`config.mk`:
```
export PLATFORM = sky130hd
export DESIGN_NAME = fetch_unit
export DESIGN_NICKNAME = d
export VERILOG_FILES = /design/src/rtl/fetch_unit_pkg.sv /design/src/rtl/fetch_unit_buf.sv /design/src/rtl/fetch_unit.sv
export SDC_FILE = /design/constraint.sdc
export NUM_CORES = 1
export LEC_CHECK = 0
export ABC_AREA = 1
export CORE_MARGIN = 1.5
export CORE_UTILIZATION = 52
export CTS_CLUSTER_SIZE = 12
export DETAILED_ROUTE_END_ITERATION = 10
export PLACE_DENSITY_LB_ADDON = 0.3
export SLEW_MARGIN = 20
export SYNTH_ARGS = -nofsm -noshare
export SYNTH_HDL_FRONTEND = slang
export SYNTH_SLANG_ARGS = --single-unit
```
`constraint.sdc`:
```
create_clock -name clk -period 2.3 [get_ports clk]
set_input_delay 0.345 -clock clk [delete_from_list [all_inputs] [get_ports clk]]
set_output_delay 0.345 -clock clk [all_outputs]
set_load 0.005 [all_outputs]
```
`src/rtl/fetch_unit_pkg.sv`:
```
// Shared constants and FSM encoding for the instruction-fetch front end.
package fetch_unit_pkg;

  localparam int unsigned  XLEN_DEF     = 32;
  localparam logic [31:0]  RESET_PC_DEF = 32'h8000_0000;

  typedef enum logic [1:0] {
    FS_REQ  = 2'd0,
    FS_WAIT = 2'd1,
    FS_HOLD = 2'd2
  } fetch_state_e;

endpackage

```
`src/rtl/fetch_unit_buf.sv`:
```
// Single-entry {valid,pc,instr} holding register between the imem response and regD.
// Priority: flush (redirect) over write (new response) over clear (consume or bubble).
module fetch_buf #(
  parameter int unsigned XLEN = 32
) (
  input  logic            clk,
  input  logic            rst_n,
  input  logic            flush_i,
  input  logic            write_i,
  input  logic            clear_i,
  input  logic [XLEN-1:0] pc_i,
  input  logic [XLEN-1:0] instr_i,
  output logic            valid_o,
  output logic [XLEN-1:0] pc_o,
  output logic [XLEN-1:0] instr_o
);

  logic            valid_q, valid_d;
  logic [XLEN-1:0] pc_q, pc_d;
  logic [XLEN-1:0] instr_q, instr_d;

  always_comb begin
    // NOTE: every always_comb target gets a default first, so no path can infer a latch.
    valid_d = valid_q;
    pc_d    = pc_q;
    instr_d = instr_q;
    if (flush_i) begin
      valid_d = 1'b0;
    end else if (write_i) begin
      valid_d = 1'b1;
      pc_d    = pc_i;
      instr_d = instr_i;
    end else if (clear_i) begin
      valid_d = 1'b0;
    end
  end

  // NOTE: the payload is reset as well: it is a single entry and the outputs must read zero in reset.
  always_ff @(posedge clk or negedge rst_n) begin
    if (!rst_n) begin
      valid_q <= 1'b0;
      pc_q    <= '0;
      instr_q <= '0;
    end else begin
      // NOTE: state registers use non-blocking assignments so every flop samples pre-edge values.
      valid_q <= valid_d;
      pc_q    <= pc_d;
      instr_q <= instr_d;
    end
  end

  assign valid_o = valid_q;
  assign pc_o    = pc_q;
  assign instr_o = instr_q;

endmodule

```
`src/rtl/fetch_unit.sv`:
```
// Instruction-fetch front end: owns the PC, issues one outstanding imem request at a time,
// buffers one {pc,instr} for regD and drops responses made stale by a redirect.
module fetch_unit
  import fetch_unit_pkg::*;
#(
  parameter int unsigned     XLEN     = XLEN_DEF,
  parameter logic [XLEN-1:0] RESET_PC = XLEN'(RESET_PC_DEF)
) (
  input  logic            clk,
  input  logic            rst_n,
  input  logic            ctrl_i_regF_stall,
  input  logic            ctrl_i_regF_bubble,
  input  logic            redirect_i_valid,
  input  logic [XLEN-1:0] redirect_i_pc,
  output logic            imem_o_req_valid,
  input  logic            imem_i_req_ready,
  output logic [XLEN-1:0] imem_o_req_addr,
  input  logic            imem_i_resp_valid,
  input  logic [XLEN-1:0] imem_i_resp_data,
  output logic            fetch_o_valid,
  output logic [XLEN-1:0] fetch_o_pc,
  output logic [XLEN-1:0] fetch_o_instr,
  output logic            fetch_o_busy
);

  fetch_state_e    state_q, state_d;
  logic [XLEN-1:0] pc_q, pc_d;
  logic [XLEN-1:0] req_pc_q, req_pc_d;
  logic            drop_q, drop_d;

  logic            buf_valid;
  logic            buf_write;
  logic            consume;
  logic            buf_free;
  logic            req_fire;
  logic [XLEN-1:0] redirect_pc;
  logic            unused_redirect_lsbs;

  assign redirect_pc          = {redirect_i_pc[XLEN-1:2], 2'b00};
  assign unused_redirect_lsbs = ^redirect_i_pc[1:0];

  // The buffer frees up this cycle if it is empty, read by regD, or discarded by a bubble.
  assign consume  = buf_valid & ~ctrl_i_regF_stall;
  assign buf_free = ~buf_valid | consume | ctrl_i_regF_bubble;

  // rst_n gates the request so the port stays quiet while reset is held.
  assign imem_o_req_valid = rst_n & (state_q == FS_REQ) & buf_free;
  assign imem_o_req_addr  = pc_q;
  assign req_fire         = imem_o_req_valid & imem_i_req_ready;
  assign fetch_o_busy     = (state_q == FS_WAIT);

  always_comb begin
    state_d   = state_q;
    pc_d      = pc_q;
    req_pc_d  = req_pc_q;
    drop_d    = drop_q;
    buf_write = 1'b0;

    unique case (state_q)
      FS_REQ: begin
        if (req_fire) begin
          state_d  = FS_WAIT;
          pc_d     = pc_q + XLEN'(4);
          req_pc_d = pc_q;
        end
      end
      FS_WAIT: begin
        if (imem_i_resp_valid) begin
          if (drop_q) begin
            drop_d  = 1'b0;
            state_d = FS_REQ;
          end else if (buf_free) begin
            // A stalled regD will not drain the new entry next cycle, so park in HOLD.
            buf_write = 1'b1;
            state_d   = ctrl_i_regF_stall ? FS_HOLD : FS_REQ;
          end
        end
      end
      FS_HOLD: begin
        if (buf_free) state_d = FS_REQ;
      end
      default: state_d = FS_REQ;
    endcase

    // Redirect overrides everything: the PC jumps and any in-flight response becomes stale.
    if (redirect_i_valid) begin
      pc_d      = redirect_pc;
      req_pc_d  = req_pc_q;
      buf_write = 1'b0;
      if ((state_q == FS_WAIT && !imem_i_resp_valid) || req_fire) begin
        drop_d  = 1'b1;
        state_d = FS_WAIT;
      end else begin
        drop_d  = 1'b0;
        state_d = FS_REQ;
      end
    end
  end

  always_ff @(posedge clk or negedge rst_n) begin
    if (!rst_n) begin
      state_q  <= FS_REQ;
      pc_q     <= RESET_PC;
      req_pc_q <= RESET_PC;
      drop_q   <= 1'b0;
    end else begin
      state_q  <= state_d;
      pc_q     <= pc_d;
      req_pc_q <= req_pc_d;
      drop_q   <= drop_d;
    end
  end

  fetch_buf #(.XLEN(XLEN)) u_buf (
    .clk     (clk),
    .rst_n   (rst_n),
    .flush_i (redirect_i_valid),
    .write_i (buf_write),
    .clear_i (consume | ctrl_i_regF_bubble),
    .pc_i    (req_pc_q),
    .instr_i (imem_i_resp_data),
    .valid_o (buf_valid),
    .pc_o    (fetch_o_pc),
    .instr_o (fetch_o_instr)
  );

  assign fetch_o_valid = buf_valid;

endmodule

```
Yosys cells after proc, flatten, opt, wreduce, memory -nomap -nowiden

Index checks and enable logic that the tools add are counted.

Add/subtract/negate cells: 1
Equal/unequal tests: 6
Multiplexer cells: 24
Bitwise gates (word level): 10
Reduce and logical (&&, ||, !) cells: 14

Operators with widths:

| cell                  | number |
|---|---|
| $mux 32               | 3 |
| $add 32x3->32 const B | 1 |
| $mux 2                | 7 |
| $mux 1                | 13 |
| $ne 3x3->1 const B    | 3 |
| $reduce_bool 2->1     | 4 |
| $pmux 2 s3            | 1 |
| $reduce_and 2->1      | 3 |
| $and 1x1->1           | 4 |
| $ne 4x2->1 const B    | 1 |
| $reduce_and 4->1      | 1 |
| $not 1->1             | 3 |
| $or 1x1->1            | 3 |
| $reduce_and 3->1      | 1 |
| $reduce_bool 3->1     | 1 |
| $eq 2x1->1 const B    | 1 |
| $eq 2x2->1 const B    | 1 |
| $logic_not 2->1       | 1 |
| $logic_and 1x1->1     | 1 |
| $logic_not 1->1       | 1 |
| $logic_or 1x1->1      | 1 |

Register bits: 132
Input port bits: 71
Output and inout port bits: 99
Logic and storage cells: 62

Depth between registers and ports, before layout

Gate-level depths: netlist (run 1).

Word-level depth: 11
Depth in mapped cells: 9
Gate-level depth less buffers: 9

Modules after synthesis

From an unflattened synthesis (run 1), not the netlist that was laid out.

Cells, all modules: 805
Area total of the unflattened synthesis: 6259.8 um^2

Modules (own cells, without submodules):

| module     | instances | cells each | area each (um^2) | sequential area each (um^2) |
|---|---|---|---|---|
| fetch_unit | 1         | 522        | 3672.3           | 1579.0 |
| fetch_buf  | 1         | 283        | 2587.5           | 1626.6 |

Worst setup path after synthesis (run 1)

No wires, ideal clock.

Path kind: register to register
Start: register pc_q[2], in the netlist imem_o_req_addr[2]
End: register pc_q[28], in the netlist imem_o_req_addr[28]
Setup time: 0.117 ns
Arrival time: 1.241 ns
Slack: 0.941 ns
Cell stages (with the launch flop): 9
Cell sequence: dfrtp_1 > ha_1 > nand3_1 > inv_1 > nand2_2 > nor2_2 > nand3_1 > nand3_1 > nand2_1

Cells in the longest elaborated chain, start to end: 4

Ends and longest elaborated chain:

| element                  | RTL line          | RTL |
|---|---|---|
| start: declaration       | fetch_unit.sv:27  | `logic [XLEN-1:0] pc_q, pc_d;` |
| start signal: assignment | fetch_unit.sv:108 | `pc_q <= pc_d;` |
| $add 32x3->32            | fetch_unit.sv:63  | `pc_d = pc_q + XLEN'(4);` |
| $mux 32                  | fetch_unit.sv:61  | `if (req_fire) begin` |
| $mux 32                  | fetch_unit.sv:59  | `unique case (state_q)` |
| $mux 32                  | fetch_unit.sv:86  | `if (redirect_i_valid) begin` |

Every way passes these cells. The select of a mux whose other input is x is not followed.
A chain may end at the register's enable or synchronous reset.

Worst setup path after layout (run 1)

Start: input rst_n
End: output imem_o_req_valid

Cells in the longest elaborated chain, start to end: 2

Ends and longest elaborated chain:

| element                  | RTL line         | RTL |
|---|---|---|
| start: declaration       | fetch_unit.sv:10 | `input logic rst_n,` |
| $and 1x1->1 (2 in a row) | fetch_unit.sv:47 | `assign imem_o_req_valid = rst_n & (state_q == FS_REQ) & buf_free;` |
| end: declaration         | fetch_unit.sv:15 | `output logic imem_o_req_valid,` |

Every way passes these cells.

==> results of run 1 <==
metal layers:
layer,routed length [um],GRT usage
met5,0,0
met1,6740,0.356
met3,1180,0.0678
met4,281,0.0855
met2,7110,0.412
logic make-up (layout without fill, tap and decap cells):
logic type / count (synthesis) / in the layout
and+or+nand+nor: 356 / 356
buffers and inverters: 147 / 320
DFF: 126 / 126
AOI/OAI and AO/OA: 116 / 116
xor gates and xnor gates: 7 / 7
adders and majority gates: 1 / 1
other: 1 / 4
path summary, 6_finish.rpt:
kind                                      start           endpoint  slack [ns]
min in group clk           imem_i_resp_data[29]  u_buf.instr_o[29]        0.48
max in group asynchronous                 rst_n     u_buf.pc_o[31]        1.10
hold reg to reg                  u_buf.pc_o[15]     u_buf.pc_o[15]        0.48
setup reg to reg                     state_q[1]        req_pc_q[5]        0.57
setup / recovery                          rst_n   imem_o_req_valid        0.17
hold / removal                            rst_n         state_q[1]        0.36
area by class of cell:
class / count / area, um2
sequential: 126 / 3160
fill: 846 / 2930
multi-input combinational: 484 / 2240
timing repair buffer: 172 / 1750
clock buffer: 23 / 498
inverter: 116 / 438
clock inverter: 9 / 179
tap: 143 / 179
registers in the layout, summed over array words and instances (netlist names):
register         count
u_buf.instr_o       32
drop_q               1
req_pc_q            30
imem_o_req_addr     30
state_q              2
u_buf.pc_o          30
u_buf.valid_o        1
critical path, stage by stage:
cell	delay [ns]
dlygate4sd3_1	0.57
buf_4	0.20
nand2_1	0.07
nor2_1	0.09
clkdlybuf4s50_1	0.50
cells in the final DEF, fill, tap and decap left out, types with 3 or more instances in the layout:
cell type,instances
a21oi_1,6
buf_12,4
buf_4,5
bufinv_16,5
clkbuf_16,17
clkbuf_8,5
clkdlybuf4s50_1,162
conb_1,4
dfrtp_1,124
inv_1,111
inv_2,3
nand2_1,239
nand3_1,54
nor2_1,39
nor2_2,5
nor3_1,3
o211ai_1,3
o21ai_0,78
o21ai_1,28
xnor2_1,5
metrics by stage:
stage / setup WS (ns) / total power [mW]
floorplan: 0.941 / 4.80
global placement: 0.317 / 6.43
detailed placement: 0.283 / 6.54
CTS: 0.158 / 9.62
global route: 0.128 / 10.2
finish: 0.171 / 9.56
power breakdown:
part	internal [mW]	total [mW]	switching, mW
clock	2.07	3.02	0.953
sequential	3.07	3.60	0.531
combinational	1.64	2.93	1.29
timing repair:
item                                    in CTS  in global routing
endpoints found under the hold margin        4                  0
hold buffers                                 1                  0
endpoints found under the setup margin       0                  0
==> metrics.txt, run 1 <==
outcome=finished, final reports clean; Synth Warn #=0; VDD IR max=0.000716 V; Clock Tree Buf Depth=2; CP Data Required Time=1.96 ns; Compound-Gate Fraction of Synth Area=0.0975; GP Congestion=0.932; placement row count=39; CTS Buf Count=17; count of state elements after synthesis=126; slew at the pin closest to its max-slew limit=0.629 ns; Total GRT Usage=0.262; I/O Pins=170; final cell count without fillers=1073; Wirelength per Cell=14.3 um; Die Ht=111 um; clock root cell=clkbuf_16; vias in the first global route=5164; post-layout min period=2.13 ns; Clk Latency, worst-skew pair=0.41 ns; f_max=470 MHz; Synth async-reset ratio=1.00; Initial Utilization=0.533; Final Core Density=0.742; Post-Route Setup TNS=0 ns; routed vias/inst=5.02; CTS tree=built; Synth Flop Type=dfrtp_1; placed insts=1040; r2r worst-path depth=7; IO Port Bufs=163; postcts setup bufs=0; slew margin rel.=0.581; Setup crit end kind=output port; Cells after Synth=754; top cell type by total area after synthesis=dfrtp_1; Max Slew Vio Count=0; Synth Area in XOR/XNOR=0.0101; static leakage=4.02 nW; number of DRC markers in iteration 0=499; combinational family with the most area after synthesis=simple AND/OR/NAND/NOR gates; GRT overflow=0; area share of fa/ha/maj cells after synthesis=0.00207; DR vias=5391; mean post-synth cell area=8.03 um2; core footprint=11400 um2; Resized Gates After CTS=0; Worst EP arrival=1.78 ns; RSZ-0062 raised after global routing=false; Post-Syn Area=6050 um2; clk slew on worst S/H paths=0.05 ns; clock skew=0.00580 ns; Min-Delay Path Class=input pin to async pin; initial antenna violation count=0; antenna cells=0; largest net degree at the start of global routing=123; critical-path maximum fanout=7; CP Launch Type=input pin; Area after DPL=7750 um2; Netlist cell types=34; Final Cell Area=8440 um2; Post-Synth Simple-Gate Area=0.258; final setup vio count=0; Die W=111 um; final hold violations=0; H-tree Lvls=4; DRC=0; Die ar.=12300 um2; Synth top area share=0.513; WHS=0.363 ns; Detailed Routing Iterations Pass 1=5; ANT nets after route=0; Post-synth EDFFs=0; Tcrit/Tclk final=0.926; DRT Wirelength=15.3 mm; Area Growth Syn to Fin=39.4%; critical path class=input pin to output port; sequential fraction of the synthesis area=0.521; most frequent cell after synthesis=nand2_1; pwr/cell area=1130 nW/um2; top post-synthesis cells by count=239 x nand2_1, 124 x dfrtp_1, 111 x inv_1, 78 x o21ai_0, 54 x nand3_1; share of layout cells above drive strength 1=0.0699; mux cell area share after synthesis=0; Max Cap Violations=0; Sink Count=126; synth top area cells=dfrtp_1 51%, nand2_1 15%, inv_1 6.9%; first-pass GRT wire length=25.5 mm; Net count, final=989; hpwl dp=10.6 mm
(Power assumes the default switching activity.)
==> run 2: changes to the inputs <==
--- a/config.mk
+++ b/config.mk
@@ -6,9 +6,7 @@
 export NUM_CORES = 1
 export LEC_CHECK = 0
 export ABC_AREA = 1
-export CORE_MARGIN = 1.5
 export CORE_UTILIZATION = 52
-export CTS_CLUSTER_SIZE = 12
 export DETAILED_ROUTE_END_ITERATION = 10
 export PLACE_DENSITY_LB_ADDON = 0.3
 export SLEW_MARGIN = 20
==> metrics.txt, run 2 (synthesis gave the netlist of run 1 again) <==
outcome=finished, final reports clean; critical path class=input pin to output port; initial antenna violation count=0; slew margin rel.=0.583; IO Port Bufs=163; core footprint=11400 um2; Worst EP arrival=1.78 ns; worst setup margin=0.174 ns; Die Ht=110 um; final hold violations=0; cts hold-fix bufs=1; Largest register FFs=32; DRT Wirelength=14.8 mm; CTS tree=built; first-pass GRT wire length=23.6 mm; placed insts=1037; post-layout min period=2.13 ns; Wirelength per Cell=13.8 um; Clk Latency, worst-skew pair=0.41 ns; DR vias=5370; f_max=470 MHz; postcts setup bufs=0; static leakage=3.96 nW; Max Cap Violations=0; placement row count=39; vias in the first global route=4908; Area Growth Syn to Fin=37.2%; Total GRT Usage=0.262; clk slew on worst S/H paths=0.05 ns; Crit-path slowest cell=dlygate4sd3_1; Sink Count=126; DP Worst Slack=0.294 ns; DRC=0; Final Cell Area=8310 um2; clock root cell=clkbuf_16; Initial Utilization=0.533; CP Launch Type=input pin; critical-path maximum fanout=6; VDD IR max=0.000716 V; pwr/cell area=1100 nW/um2; slew at the pin closest to its max-slew limit=0.626 ns; Min-Delay Path Class=input pin to async pin; CTS Buf Count=17; Max Slew Vio Count=0; RSZ-0062 raised after global routing=false; CP Data Required Time=1.96 ns; largest net degree at the start of global routing=124; final cell count without fillers=1069; Final Core Density=0.731; WHS=0.367 ns; Die ar.=12100 um2; Resized Gates After CTS=0; Detailed Routing Iterations Pass 1=5; Largest stage delay, worst path=0.58 ns; GRT overflow=0; Post-Route Setup TNS=0 ns; clock skew=0.00925 ns; ANT nets after route=0; most common cell after layout, fill and taps aside=nand2_1; Clock Tree Buf Depth=2; antenna cells=0; Area after DPL=7700 um2; Design Power=9.16 mW; Tcrit/Tclk final=0.924; H-tree Lvls=4; I/O Pins=170; routed vias/inst=5.02; GP Congestion=0.919; crit-path cells=dlygate4sd3_1 > buf_4 > nand2_1 > nor2_1 > clkdlybuf4s50_1; number of DRC markers in iteration 0=364; Net count, final=986; Die W=110 um; share of layout cells above drive strength 1=0.0616; hpwl dp=10.2 mm; Setup crit end kind=output port; commonest non-fill, non-tap cells in the layout=239 x nand2_1, 162 x clkdlybuf4s50_1, 124 x dfrtp_1; final setup vio count=0
[run 2: changes by cell type in the layout (fill, tap and decap cells not counted), sizes merged]
cell and change:
buf -3, bufinv -2, clkbuf +2, clkinvlp -1
[run 2: critical path, delay by kind of cell]
kind	cells	cell delay, ns
buf+inv	3	1.28
simple gates	2	0.16
[run 2: where the power goes]
part / internal, mW / switching, mW / leakage (nW)
registers: 3.07 / 0.515 / 1.58
clock network: 1.78 / 0.906 / 0.287
logic: 1.62 / 1.27 / 2.09
total: 6.47 / 2.69 / 3.96
[run 2: worst paths after layout]
kind	endpoint	start	depth (start not counted)	slack [ns]
worst max-delay path	imem_o_req_valid	rst_n	5	0.17
max in group asynchronous	imem_o_req_addr[27]	rst_n	3	1.11
worst min-delay path	drop_q	rst_n	2	0.37
worst max register to register	req_pc_q[3]	state_q[0]	6	0.55
min in group clk	u_buf.pc_o[12]	u_buf.pc_o[12]	2	0.48
worst min register to register	u_buf.pc_o[12]	u_buf.pc_o[12]	2	0.48
[run 2: layer usage]
metal,part of all wire,vias to the layer above,global-route usage
li1,-,2663,-
met1,0.44,2448,0.353
met2,0.45,229,0.408
met3,0.086,30,0.0575
met4,0.024,0,0.108
met5,0,-,0
[run 2: layout make-up]
class,count,area [um2]
multi-input cells,484,2240
repair buffers,169,1700
well taps,143,179
clock inverters,6,108
clock buffers,25,485
flip-flops and latches,126,3160
inverters,116,438
fillers,832,3060
